`src/rtl/uart_tx_framer.sv`:
```
// uart_tx_framer: tick-paced UART serialiser with per-frame parity/stop selection and valid/ready intake
module uart_tx_framer #(
    parameter int DATA_BITS  = 8,
    parameter int OVERSAMPLE = 16
) (
    input  logic                 i_clk,
    input  logic                 i_reset,
    input  logic                 i_bd_tick,
    input  logic                 i_tx_valid,
    output logic                 o_tx_ready,
    input  logic [DATA_BITS-1:0] i_data,
    input  logic [1:0]           i_parity_mode,
    input  logic                 i_two_stop,
    output logic                 o_tx,
    output logic                 o_tx_busy,
    output logic                 o_tx_done
);
    localparam int CW = $clog2(2 * OVERSAMPLE);
    localparam int BW = $clog2(DATA_BITS);
    localparam logic [CW-1:0] BIT_LAST   = CW'(OVERSAMPLE - 1);
    localparam logic [CW-1:0] STOP2_LAST = CW'(2 * OVERSAMPLE - 1);
    localparam logic [BW-1:0] DATA_LAST  = BW'(DATA_BITS - 1);

    typedef enum logic [2:0] {IDLE, START, DATA, PARITY, STOP} state_t;

    state_t               state, state_n;
    logic [CW-1:0]        tick_cnt, tick_cnt_n;
    logic [BW-1:0]        bit_cnt, bit_cnt_n;
    logic [DATA_BITS-1:0] shift, shift_n, data_lat, data_lat_n;
    logic [1:0]           mode_lat, mode_lat_n;
    logic                 two_lat, two_lat_n, tx_n, done_n, bit_end, par;

    assign o_tx_ready = state == IDLE;
    assign o_tx_busy  = !o_tx_ready;
    // Parity uses the word as accepted, not the partially shifted copy
    assign par     = mode_lat == 2'b11 ? 1'b1 : mode_lat == 2'b10 ? ~^data_lat : ^data_lat;
    assign bit_end = i_bd_tick && tick_cnt == ((state == STOP && two_lat) ? STOP2_LAST : BIT_LAST);

    always_comb begin
        state_n    = state;
        tick_cnt_n = tick_cnt;
        bit_cnt_n  = bit_cnt;
        shift_n    = shift;
        data_lat_n = data_lat;
        mode_lat_n = mode_lat;
        two_lat_n  = two_lat;
        tx_n       = o_tx;
        done_n     = 1'b0;
        if (state == IDLE) begin
            if (i_tx_valid) begin
                data_lat_n = i_data;
                shift_n    = i_data;
                mode_lat_n = i_parity_mode;
                two_lat_n  = i_two_stop;
                tick_cnt_n = '0;
                bit_cnt_n  = '0;
                state_n    = START;
                tx_n       = 1'b0;
            end
        end else if (i_bd_tick) begin
            tick_cnt_n = bit_end ? '0 : tick_cnt + 1'b1;
            if (bit_end) begin
                case (state)
                    START: begin
                        state_n = DATA;
                        tx_n    = shift[0];
                    end
                    DATA: begin
                        if (bit_cnt == DATA_LAST) begin
                            state_n = mode_lat != 2'b00 ? PARITY : STOP;
                            tx_n    = mode_lat != 2'b00 ? par : 1'b1;
                        end else begin
                            bit_cnt_n = bit_cnt + 1'b1;
                            shift_n   = {1'b0, shift[DATA_BITS-1:1]};
                            tx_n      = shift[1];
                        end
                    end
                    PARITY: begin
                        state_n = STOP;
                        tx_n    = 1'b1;
                    end
                    default: begin
                        state_n = IDLE;
                        tx_n    = 1'b1;
                        done_n  = 1'b1;
                    end
                endcase
            end
        end
    end

    always_ff @(posedge i_clk or posedge i_reset) begin
        if (i_reset) begin
            state     <= IDLE;
            tick_cnt  <= '0;
            bit_cnt   <= '0;
            shift     <= '0;
            data_lat  <= '0;
            mode_lat  <= '0;
            two_lat   <= 1'b0;
            o_tx      <= 1'b1;
            o_tx_done <= 1'b0;
        end else begin
            state     <= state_n;
            tick_cnt  <= tick_cnt_n;
            bit_cnt   <= bit_cnt_n;
            shift     <= shift_n;
            data_lat  <= data_lat_n;
            mode_lat  <= mode_lat_n;
            two_lat   <= two_lat_n;
            o_tx      <= tx_n;
            o_tx_done <= done_n;
        end
    end
endmodule

```
`config.mk`:
```
export PLATFORM = sky130hd
export DESIGN_NAME = uart_tx_framer
export DESIGN_NICKNAME = d
export VERILOG_FILES = /design/src/rtl/uart_tx_framer.sv
export SDC_FILE = /design/constraint.sdc
export NUM_CORES = 1
export LEC_CHECK = 0
export ABC_AREA = 1
export BUFFER_PORTS_ARGS = -buffer_cell sky130_fd_sc_hd__buf_2
export CORE_UTILIZATION = 45
export CTS_BUF_LIST = sky130_fd_sc_hd__clkbuf_8 sky130_fd_sc_hd__clkbuf_16
export DETAILED_ROUTE_END_ITERATION = 10
export SETUP_SLACK_MARGIN = 0.3
export SLEW_MARGIN = 10
export SYNTH_ARGS = -nofsm -noshare
export SYNTH_HDL_FRONTEND = slang
export SYNTH_SLANG_ARGS = --single-unit
```
`constraint.sdc`:
```
create_clock -name i_clk -period 4.26 [get_ports i_clk]
set_clock_uncertainty 0.2 [all_clocks]
set_input_delay 0.213 -clock i_clk [delete_from_list [all_inputs] [get_ports i_clk]]
set_output_delay 0.213 -clock i_clk [all_outputs]
set_load 0.005 [all_outputs]
```
==> reports/qor.txt, run 1 <==
clock share of power -> 0.208
fin. max-slew vios -> 0
Critical Path End Type -> flop
Startpoint Class -> flop
fillers -> 375
final worst-path cycle share -> 0.4702
worst hold path class -> in2reg
Logic pwr share -> 0.375
area of the core -> 3689 µm²
Detailed Route WL -> 3288 µm
sequential group share of total power -> 0.417
post-layout min period -> 2003 ps
largest net degree at the start of global routing -> 33
Via density -> 4.698
CP peak stage delay -> 450 ps
n_diodes -> 0
synth cell count leaders -> 97 x nand2_1, 31 x dfrtp_1, 31 x inv_1
final worst setup slack -> 2257 ps
DRC -> 0
number of port buffers -> 18
clock sink total -> 32
Post-Syn Area -> 1744 µm²
Die Height -> 64.26 µm
Root Driver -> clkbuf_8
PD cells -> 588.0 nW/µm²
Psw -> 0.4759 mW
placed inst area -> 1889 µm²
status -> completed
TritonCTS Buffers -> 5
CTS max path bufs -> 2
setup TNS -> 0 ps
CTS tree -> done
vias in the first global route -> 1355
H-Tree Depth -> 2
max cap viols -> 0
Overflow after GRT -> 0
Ys Warns -> 0
ys flop type -> dfrtp_1
Final Cell Area -> 2036 µm²
synth-to-layout area growth -> 16.71%
Int Pwr -> 0.7212 mW
top-count cell post-synth -> nand2_1
worst-skew pair later-pin latency -> 280 ps
antenna-violating nets left -> 0
Final setup violation count -> 0
synth top area cells -> dfrtp_1 44%, nand2_1 21%, inv_1 6.7%
crit-path most repeated cell -> nand2_4
Post-synth EDFFs -> 0
Initial Utilization -> 0.4729
vias -> 1447
wire per inst -> 10.68 µm
Data required, critical path -> 4220 ps
Post-CTS Resized -> 0
HPWL after DPL -> 2357 µm
RSZ-0062 raised after global routing -> false
Seq cells post-synth -> 32
post-synthesis sequential area ratio -> 0.4598
Cell variety after synth -> 26
slowest stage cell on the critical path -> dfrtp_1
pre-CTS setup slack -> 2276 ps
# nets final -> 278
antenna violations before repair -> 0
Rel. slew slack -> 0.7282
Yosys top cell by area -> dfrtp_1
class of the most critical setup path -> reg2reg
flop-to-flop setup slack -> 2260 ps
width of the die -> 64.26 µm
Switching Share -> 0.3976
hold-fix buffer count after cts -> 5
syn_nets -> 250
site row count -> 22
P_leak -> 1.147 nW
top cell type's share of synthesized area -> 0.4448
Post-CTS Setup Bufs -> 0
Final GP Congestion -> 0.7256
Cells after Synth -> 232
CP Max Fanout -> 22
CP Cell Sequence -> nor2_4 > nand2_4 > inv_6 > nand2_4 > nand2_4 > nand2_4 > nor2_8 > inv_4 > nand2_1 > nand2_1
Syn Area/Cell -> 7.518 µm²
TritonRoute pass-1 iters -> 4
VDD IR max -> 269.3 µV
total power -> 1.197 mW
I/O pin count -> 19
Die ar. -> 4129 µm²
FFs w/ async S/R, synth -> 1.000
CTS clk-pin slew, worst paths -> 60 ps
DRT iter0 DRCs -> 78
Critical Path AT -> 1960 ps
share of cells above drive strength 1 -> 0.1500
Achievable Freq -> 0.4993 GHz
worst slew pin tran -> 407.7 ps
first-pass GRT wire length -> 5913 µm
GRT Overall Usage -> 0.1915
final hold vios -> 0
logic make-up (layout without fill, tap and decap cells):
group,count (synthesis),count (layout),synth area share
buffers and inverters,37,65,0.08465
adders and majority gates,3,3,0.02152
and+or+nand+nor,130,130,0.3271
AOI/OAI and AO/OA,28,28,0.09684
DFF,32,32,0.4598
xor gates and xnor gates,2,2,0.01004
path summary, 6_finish.rpt:
check | start | endpoint | depth (start not counted)
hold reg to reg | o_tx | o_tx | 2
setup reg to reg | state[2] | shift[5] | 10
min in group asynchronous | i_reset | two_lat | 4
max in group asynchronous | i_reset | o_tx | 4
setup / recovery | state[2] | shift[5] | 10
hold / removal | i_bd_tick | o_tx_done | 3
cell type report:
type | instances | area (µm²) | share of cell area
Tap cell | 48 | 60.06 | 0.02950
Multi-Input combinational cell | 163 | 794.5 | 0.3903
Timing Repair Buffer | 24 | 147.6 | 0.07253
Clock buffer | 7 | 96.34 | 0.04733
Sequential cell | 32 | 802.0 | 0.3940
Inverter | 34 | 135.1 | 0.06638
per-stage QoR:
stage | util | instances | hold WS (ps)
2_1_floorplan | - | 232 | 122.6
3_5_place_dp | 0.5122 | 296 | 128.7
4_1_cts | 0.5519 | 308 | 17.60
5_1_grt | 0.5519 | 308 | 18.81
3_3_place_gp | 0.5122 | 296 | 124.3
6_report | 0.5519 | 308 | 19.82
cell usage in the layout, fill, tap and decap left out, drive strengths merged, types with 2 or more instances in the layout:
| master | instances |
|---|---|
| clkbuf | 7 |
| dfrtp | 31 |
| dlygate4sd3 | 5 |
| inv | 34 |
| o21ai | 17 |
| nand4 | 2 |
| nand3 | 10 |
| nand2 | 101 |
| o211ai | 6 |
| a21oi | 4 |
| buf | 19 |
| nor2 | 16 |
| ha | 3 |
registers in the layout (all words and copies together) (netlist names):
| register | count |
|---|---|
| bit_cnt | 3 |
| mode_lat | 2 |
| data_lat | 8 |
| tick_cnt | 5 |
| o_tx | 1 |
| shift | 8 |
| o_tx_done | 1 |
| two_lat | 1 |
| state | 3 |
worst max-delay path: cells and delay by family (launching register included):
| kind | cells | cell delay [ps] |
|---|---|---|
| simple gates | 8 | 990 |
| flops | 1 | 450 |
| buf+inv | 2 | 220 |
layer usage:
metal | wire length, µm | vias to the layer above | global-route usage
met5 | 0 | - | 0
met4 | 40 | 0 | 0.05833
met3 | 93 | 4 | 0.06607
met2 | 1451 | 11 | 0.2974
met1 | 1702 | 655 | 0.2503
li1 | - | 777 | -
power groups by stage:
| stage | logic, mW | clock network [mW] | registers (mW) |
|---|---|---|---|
| after floorplan | 0.371 | 0 | 0.484 |
| after global placement | 0.443 | 0 | 0.503 |
| after detailed placement | 0.452 | 0 | 0.502 |
| after CTS | 0.456 | 0.256 | 0.500 |
| after global routing | 0.524 | 0.270 | 0.517 |
| final | 0.449 | 0.249 | 0.499 |
Note: power is estimated with default switching activity, not from simulation.
==> run 2: changes to the inputs <==
--- a/config.mk
+++ b/config.mk
@@ -5,7 +5,7 @@
 export SDC_FILE = /design/constraint.sdc
 export NUM_CORES = 1
 export LEC_CHECK = 0
-export ABC_AREA = 1
+export ABC_AREA = 0
 export BUFFER_PORTS_ARGS = -buffer_cell sky130_fd_sc_hd__buf_2
 export CORE_UTILIZATION = 45
 export CTS_BUF_LIST = sky130_fd_sc_hd__clkbuf_8 sky130_fd_sc_hd__clkbuf_16
==> constraint.sdc (replaced) <==
create_clock -name i_clk -period 1.9 [get_ports i_clk]
set_clock_uncertainty 0.2 [all_clocks]
set_input_delay 0.095 -clock i_clk [delete_from_list [all_inputs] [get_ports i_clk]]
set_output_delay 0.095 -clock i_clk [all_outputs]
set_load 0.005 [all_outputs]
==> run 2 against run 1 <==
The run now ends with setup timing left. Clock power is 110% higher. Worst setup slack worse by 2300 ps. Die area is 3.5% lower. Sequential share of layout area is 5.2 points lower. Wire length is 15% higher. Non-clock buffer count is 33 higher. Area after synthesis is 3.7% lower. Total power is 80% higher. Register-to-register slack worse by 2300 ps. Cell count is 18% lower. Flip-flop and latch count stayed put. Cell area is 16% higher. Critical path type unchanged. Largest cell class is now multi-input gates.
==> reports/qor.txt, run 2 <==
status -> finished with violations
failing checks -> setup timing
final worst setup slack -> -46.54 ps
share of cells above drive strength 1 -> 0.4135
HPWL after DPL -> 2568 µm
pre-CTS setup slack -> -81.99 ps
Initial Utilization -> 0.4845
most frequent cells in the layout -> 28 x dfrtp_1, 18 x buf_4, 17 x buf_2
GRT Overall Usage -> 0.2081
Regs by FF count -> data_lat (8), shift (8), tick_cnt (5)
Worst path top cell family by delay -> compound AO/OA/AOI/OAI gates
TritonCTS Buffers -> 5
fin. max-slew vios -> 0
P_leak -> 1.108 nW
synth top area cells -> dfrtp_1 46%, mux2_4 8.9%, xnor2_1 3.6%
Yosys top cell by area -> dfrtp_1
Critical Path End Type -> flop
antenna violations before repair -> 0
sequential group share of total power -> 0.478
VDD IR max -> 705.1 µV
ys flop type -> dfrtp_1
Die ar. -> 3982 µm²
PD cells -> 916.8 nW/µm²
# nets final -> 225
clock share of power -> 0.242
final hold vios -> 0
setup TNS -> -217.6 ps
area of the core -> 3468 µm²
simple-gate share of the synthesized area -> 0.1556
top-count cell post-synth -> dfrtp_1
worst-skew pair later-pin latency -> 280 ps
class of the most critical setup path -> reg2reg
Seq cells post-synth -> 32
Rel. slew slack -> 0.5899
commonest non-fill, non-tap cell in the layout -> dfrtp_1
Register Area -> 805.8 µm²
Synth Area in XOR/XNOR -> 0.05733
RSZ-0062 raised after global routing -> true
width of the die -> 63.11 µm
CP Max Fanout -> 18
synth-to-layout area growth -> 40.13%
final worst-path cycle share -> 1.024
Int Pwr -> 1.492 mW
Logic pwr share -> 0.280
Via density -> 5.165
vias in the first global route -> 1319
Syn Area/Cell -> 11.28 µm²
proportion of synthesized area in mux cells -> 0.1273
DRT iter0 DRCs -> 31
number of port buffers -> 18
antenna-violating nets left -> 0
Metal-1 WL -> 1725 µm
largest net degree at the start of global routing -> 20
I/O pin count -> 19
placed cell count -> 225
Final GP Congestion -> 0.8484
Cells after Synth -> 149
CTS max path bufs -> 2
max cap viols -> 0
TritonRoute pass-1 iters -> 4
synth cell count leaders -> 31 x dfrtp_1, 15 x nand2_1, 13 x nor2_1
site row count -> 21
first-pass GRT wire length -> 6147 µm
met3 routed WL -> 111 µm
Achievable Freq -> 0.5137 GHz
max layer used -> met4
post-synthesis sequential area ratio -> 0.4773
clock sink total -> 32
H-Tree Depth -> 2
met2 WL -> 1901 µm
Final setup violation count -> 7
CP peak stage delay -> 390 ps
Ys Warns -> 0
slowest stage cell on the critical path -> o41a_1
syn_nets -> 167
Root Driver -> clkbuf_8
Data required, critical path -> 1900 ps
final hold slack -> 17.59 ps
Post-synth EDFFs -> 0
Post-Syn Area -> 1680 µm²
Startpoint Class -> flop
post-synthesis adder-cell area fraction -> 0.02234
Overflow after GRT -> 0
n_diodes -> 0
wire per inst -> 14.83 µm
Synth Area in Compound Gates -> 0.1013
Die Height -> 63.11 µm
Switching Share -> 0.3089
top cell type's share of synthesized area -> 0.4617
Detailed Route WL -> 3767 µm
Psw -> 0.6669 mW
CP Cell Sequence -> ha_2 > nand4_1 > o41a_1 > nor3_4 > buf_12 > nor2_1 > a31oi_1
DRC -> 0
Finished Layout Cells -> 254
CTS clk-pin slew, worst paths -> 70 ps
area occupied by multi-input gates -> 878.3 µm²
FFs w/ async S/R, synth -> 1.000
largest family of logic cells by synthesized area -> simple AND/OR/NAND/NOR gates
Cell variety after synth -> 39
post-layout min period -> 1947 ps
worst path bufs/invs -> 1
vias -> 1312
worst hold path class -> in2reg
CTS tree -> done
fillers -> 295
Critical Path AT -> 1940 ps
worst slew pin tran -> 614.5 ps
-- run 2: cell count changes after synthesis, sizes merged, moves of 8 or more --
| cell | change |
|---|---|
| nand2 | -86 |
| inv | -26 |
| mux2 | +13 |
| o21ai | -12 |
| nand3 | -9 |
| a31oi | +8 |
-- run 2: timing repair --
action / 4_1_cts / 5_1_grt
hold endpoints to repair: 33 / 0
pin swaps: 2 / 4
gates cloned: 0 / 0
endpoints found under the setup margin: 34 / 34
buffers inserted: 0 / 8
resized for setup: 2 / 23
hold buffers: 13 / 0
-- run 2: routing by layer --
metal | vias up | global-route usage
met5 | - | 0
met4 | 0 | 0.1134
met3 | 2 | 0.05435
met2 | 18 | 0.3360
met1 | 654 | 0.2518
li1 | 638 | -
-- run 2: power by group through the flow --
stage                     combinational [mW]  sequential [mW]  clock, mW
final                                  0.605             1.03      0.523
after global routing                   0.683             1.05      0.568
after CTS                              0.571             1.02      0.540
after detailed placement               0.544             1.03          0
after global placement                 0.517             1.02          0
after floorplan                        0.387            0.999          0
-- run 2: final cells by class --
| cell class | count | share of cell area |
|---|---|---|
| clock inverters | 2 | 0.003188 |
| repair buffers | 57 | 0.2046 |
| clock buffers | 6 | 0.03507 |
| flip-flops and latches | 32 | 0.3422 |
| inverters | 9 | 0.01753 |
| well taps | 46 | 0.02444 |
| multi-input cells | 102 | 0.3730 |
-- run 2: final timing paths --
kind / from / to / slack, ps / cells after the start
worst min-delay path: i_tx_valid / shift[7] / 20 / 3
min in group asynchronous: i_reset / mode_lat[1] / 230 / 3
worst max-delay path: tick_cnt[0] / shift[2] / -50 / 7
worst min register to register: o_tx / o_tx / 290 / 2
worst max register to register: tick_cnt[0] / shift[2] / -50 / 7
max in group asynchronous: i_reset / shift[7] / 760 / 4
-- run 2: worst reg2reg max path: cells and delay by family (launching register included) --
family                   cells  cell delay [ps]
AO/OA/AOI/OAI                2              540
adder cells (fa/ha/maj)      1              210
buffers and inverters        1              170
flip-flops                   1              360
AND/OR/NAND/NOR              3              390
-- run 2: cells by family (layout without fill, tap and decap cells) --
family,after synthesis,after routing
flip-flops,32,32
AO/OA/AOI/OAI,24,24
adder cells (fa/ha/maj),3,3
buffers and inverters,15,74
multiplexers,16,16
XOR/XNOR,11,11
AND/OR/NAND/NOR,48,48
-- run 2: through the flow --
stage          power (mW)  area, µm²    util
2_1_floorplan       1.386       1728       -
3_3_place_gp        1.537       1981  0.5711
3_5_place_dp        1.574       1981  0.5711
4_1_cts             2.129       2206  0.6360
5_1_grt             2.302       2355  0.6789
6_report            2.159       2355  0.6789
==> run 3: changes to the inputs <==
==> constraint.sdc (replaced) <==
create_clock -name i_clk -period 1.9 [get_ports i_clk]
set_clock_uncertainty 0.2 [all_clocks]
set_input_delay 0.38 -clock i_clk [delete_from_list [all_inputs] [get_ports i_clk]]
set_output_delay 0.38 -clock i_clk [all_outputs]
set_load 0.005 [all_outputs]
==> run 3 against run 2 <==
The flow still finishes with violations (setup timing). Total power rose by 11%. Utilization rose by 2.1 points. Combinational power rose by 20%. Die area did not move. Worst setup slack got worse by 100 ps. Largest cell class unchanged.
==> reports/qor.txt, run 3 (synthesis gave the netlist of run 2 again) <==
status -> finished with violations
failing checks -> setup timing
GRT Overall Usage -> 0.2377
met3 usage -> 0.05797
placed inst area -> 1983 µm²
site row count -> 21
final worst-path cycle share -> 1.079
CP peak stage delay -> 430 ps
n_diodes -> 0
Regs by FF count -> data_lat (8), shift (8), tick_cnt (5)
final worst setup slack -> -149.3 ps
share of cells above drive strength 1 -> 0.4928
commonest non-fill, non-tap cell in the layout -> dfrtp_1
fin. max-slew vios -> 0
VDD IR max -> 544.8 µV
DRC -> 0
HPWL after DPL -> 2584 µm
CTS tree -> done
# nets final -> 226
vias in the first global route -> 1469
width of the die -> 63.11 µm
worst path bufs/invs -> 2
I/O pin count -> 19
fin util -> 0.7002
RSZ-0062 raised after global routing -> true
Initial Utilization -> 0.4845
GR Layer Usage met2 -> 0.3911
worst hold path class -> in2reg
most frequent cells in the layout -> 29 x dfrtp_1, 25 x buf_4, 16 x buf_2
vias -> 1322
TritonRoute pass-1 iters -> 5
CP Cell Sequence -> ha_2 > nand4_1 > o41a_1 > nor3_4 > buf_6 > buf_12 > nor2_1 > a31oi_1
Overflow after GRT -> 0
synth-to-layout area growth -> 44.53%
worst-skew pair later-pin latency -> 290 ps
CTS max path bufs -> 2
CP Max Fanout -> 9
pre-CTS setup slack -> -79.30 ps
class of the most critical setup path -> reg2reg
clock sink total -> 32
Worst path top cell family by delay -> compound AO/OA/AOI/OAI gates
area of the core -> 3468 µm²
number of port buffers -> 18
fillers -> 279
GRT met1 Usage -> 0.2765
Final setup violation count -> 27
GRT busiest layer -> met2
Detailed Route WL -> 4069 µm
Critical Path AT -> 2050 ps
Critical Path End Type -> flop
P_leak -> 1.158 nW
largest net degree at the start of global routing -> 33
flop-to-flop setup slack -> -150 ps
Startpoint Class -> flop
Final Cell Area -> 2429 µm²
TritonCTS Buffers -> 5
CTS clk-pin slew, worst paths -> 70 ps
first-pass GRT wire length -> 6927 µm
worst slew pin tran -> 407.1 ps
Final GP Congestion -> 0.8255
Root Driver -> clkbuf_8
Finished Layout Cells -> 255
Rel. slew slack -> 0.7286
antenna-violating nets left -> 0
wire per inst -> 15.96 µm
DRT iter0 DRCs -> 84
Data required, critical path -> 1900 ps
Die ar. -> 3982 µm²
slowest stage cell on the critical path -> o41a_1
PD cells -> 984.0 nW/µm²
max cap viols -> 0
antenna violations before repair -> 0
H-Tree Depth -> 2
Achievable Freq -> 0.4880 GHz
Die Height -> 63.11 µm
setup TNS -> -1644 ps
final hold vios -> 0
post-layout min period -> 2049 ps
Via density -> 5.184
placed cell count -> 227
run 3: changes by cell type in the layout (fill, tap and decap cells not counted), sizes merged:
cell and delta:
buf +13, inv -2, bufinv +1, dlygate4sd3 -12, clkinv +2, clkbuf -1
run 3: worst register-to-register path, delay by kind of cell (launching register included):
kind | cells | cell delay (ps)
AOI/OAI and AO/OA | 2 | 610
buffers and inverters | 2 | 240
and+or+nand+nor | 3 | 350
DFF | 1 | 370
adders and majority gates | 1 | 190
run 3: layout make-up:
class	instances	area, µm²	share of cell area
timing repair buffer	58	508.0	0.2092
clock buffer	5	68.82	0.02834
sequential	32	804.5	0.3313
clock inverter	3	38.79	0.01597
inverter	9	38.79	0.01597
multi-input combinational	102	912.1	0.3756
tap	46	57.56	0.02370
run 3: final timing paths:
kind	startpoint	endpoint	cells after the start
max in group asynchronous	i_reset	state[2]	4
hold / removal	i_two_stop	two_lat	2
hold reg to reg	two_lat	two_lat	1
min in group asynchronous	i_reset	data_lat[0]	4
setup reg to reg	tick_cnt[0]	shift[6]	8
setup / recovery	tick_cnt[0]	shift[6]	8
run 3: repair_timing:
action,CTS,global route
resized for setup,28,8
pin swaps,13,9
hold buffers,1,0
endpoints found under the setup margin,34,34
endpoints found under the hold margin,31,0
cloned,2,0
buffers inserted,14,3
run 3: power breakdown:
part / switching [mW] / internal, mW
combinational: 0.331 / 0.393
clock: 0.255 / 0.383
sequential: 0.152 / 0.876
total: 0.738 / 1.65
run 3: layer usage:
layer | share of wire | vias to the layer above
li1 | - | 640
met1 | 0.42 | 638
met2 | 0.51 | 33
met3 | 0.043 | 11
met4 | 0.030 | 0
met5 | 0 | -
run 3: metrics by stage:
stage / power (mW) / hold WS [ps]
final: 2.390 / 121.1
after global routing: 2.521 / 122.5
after CTS: 2.325 / 113.6
after detailed placement: 1.577 / 280.6
after global placement: 1.535 / 276.0
after floorplan: 1.386 / 258.9
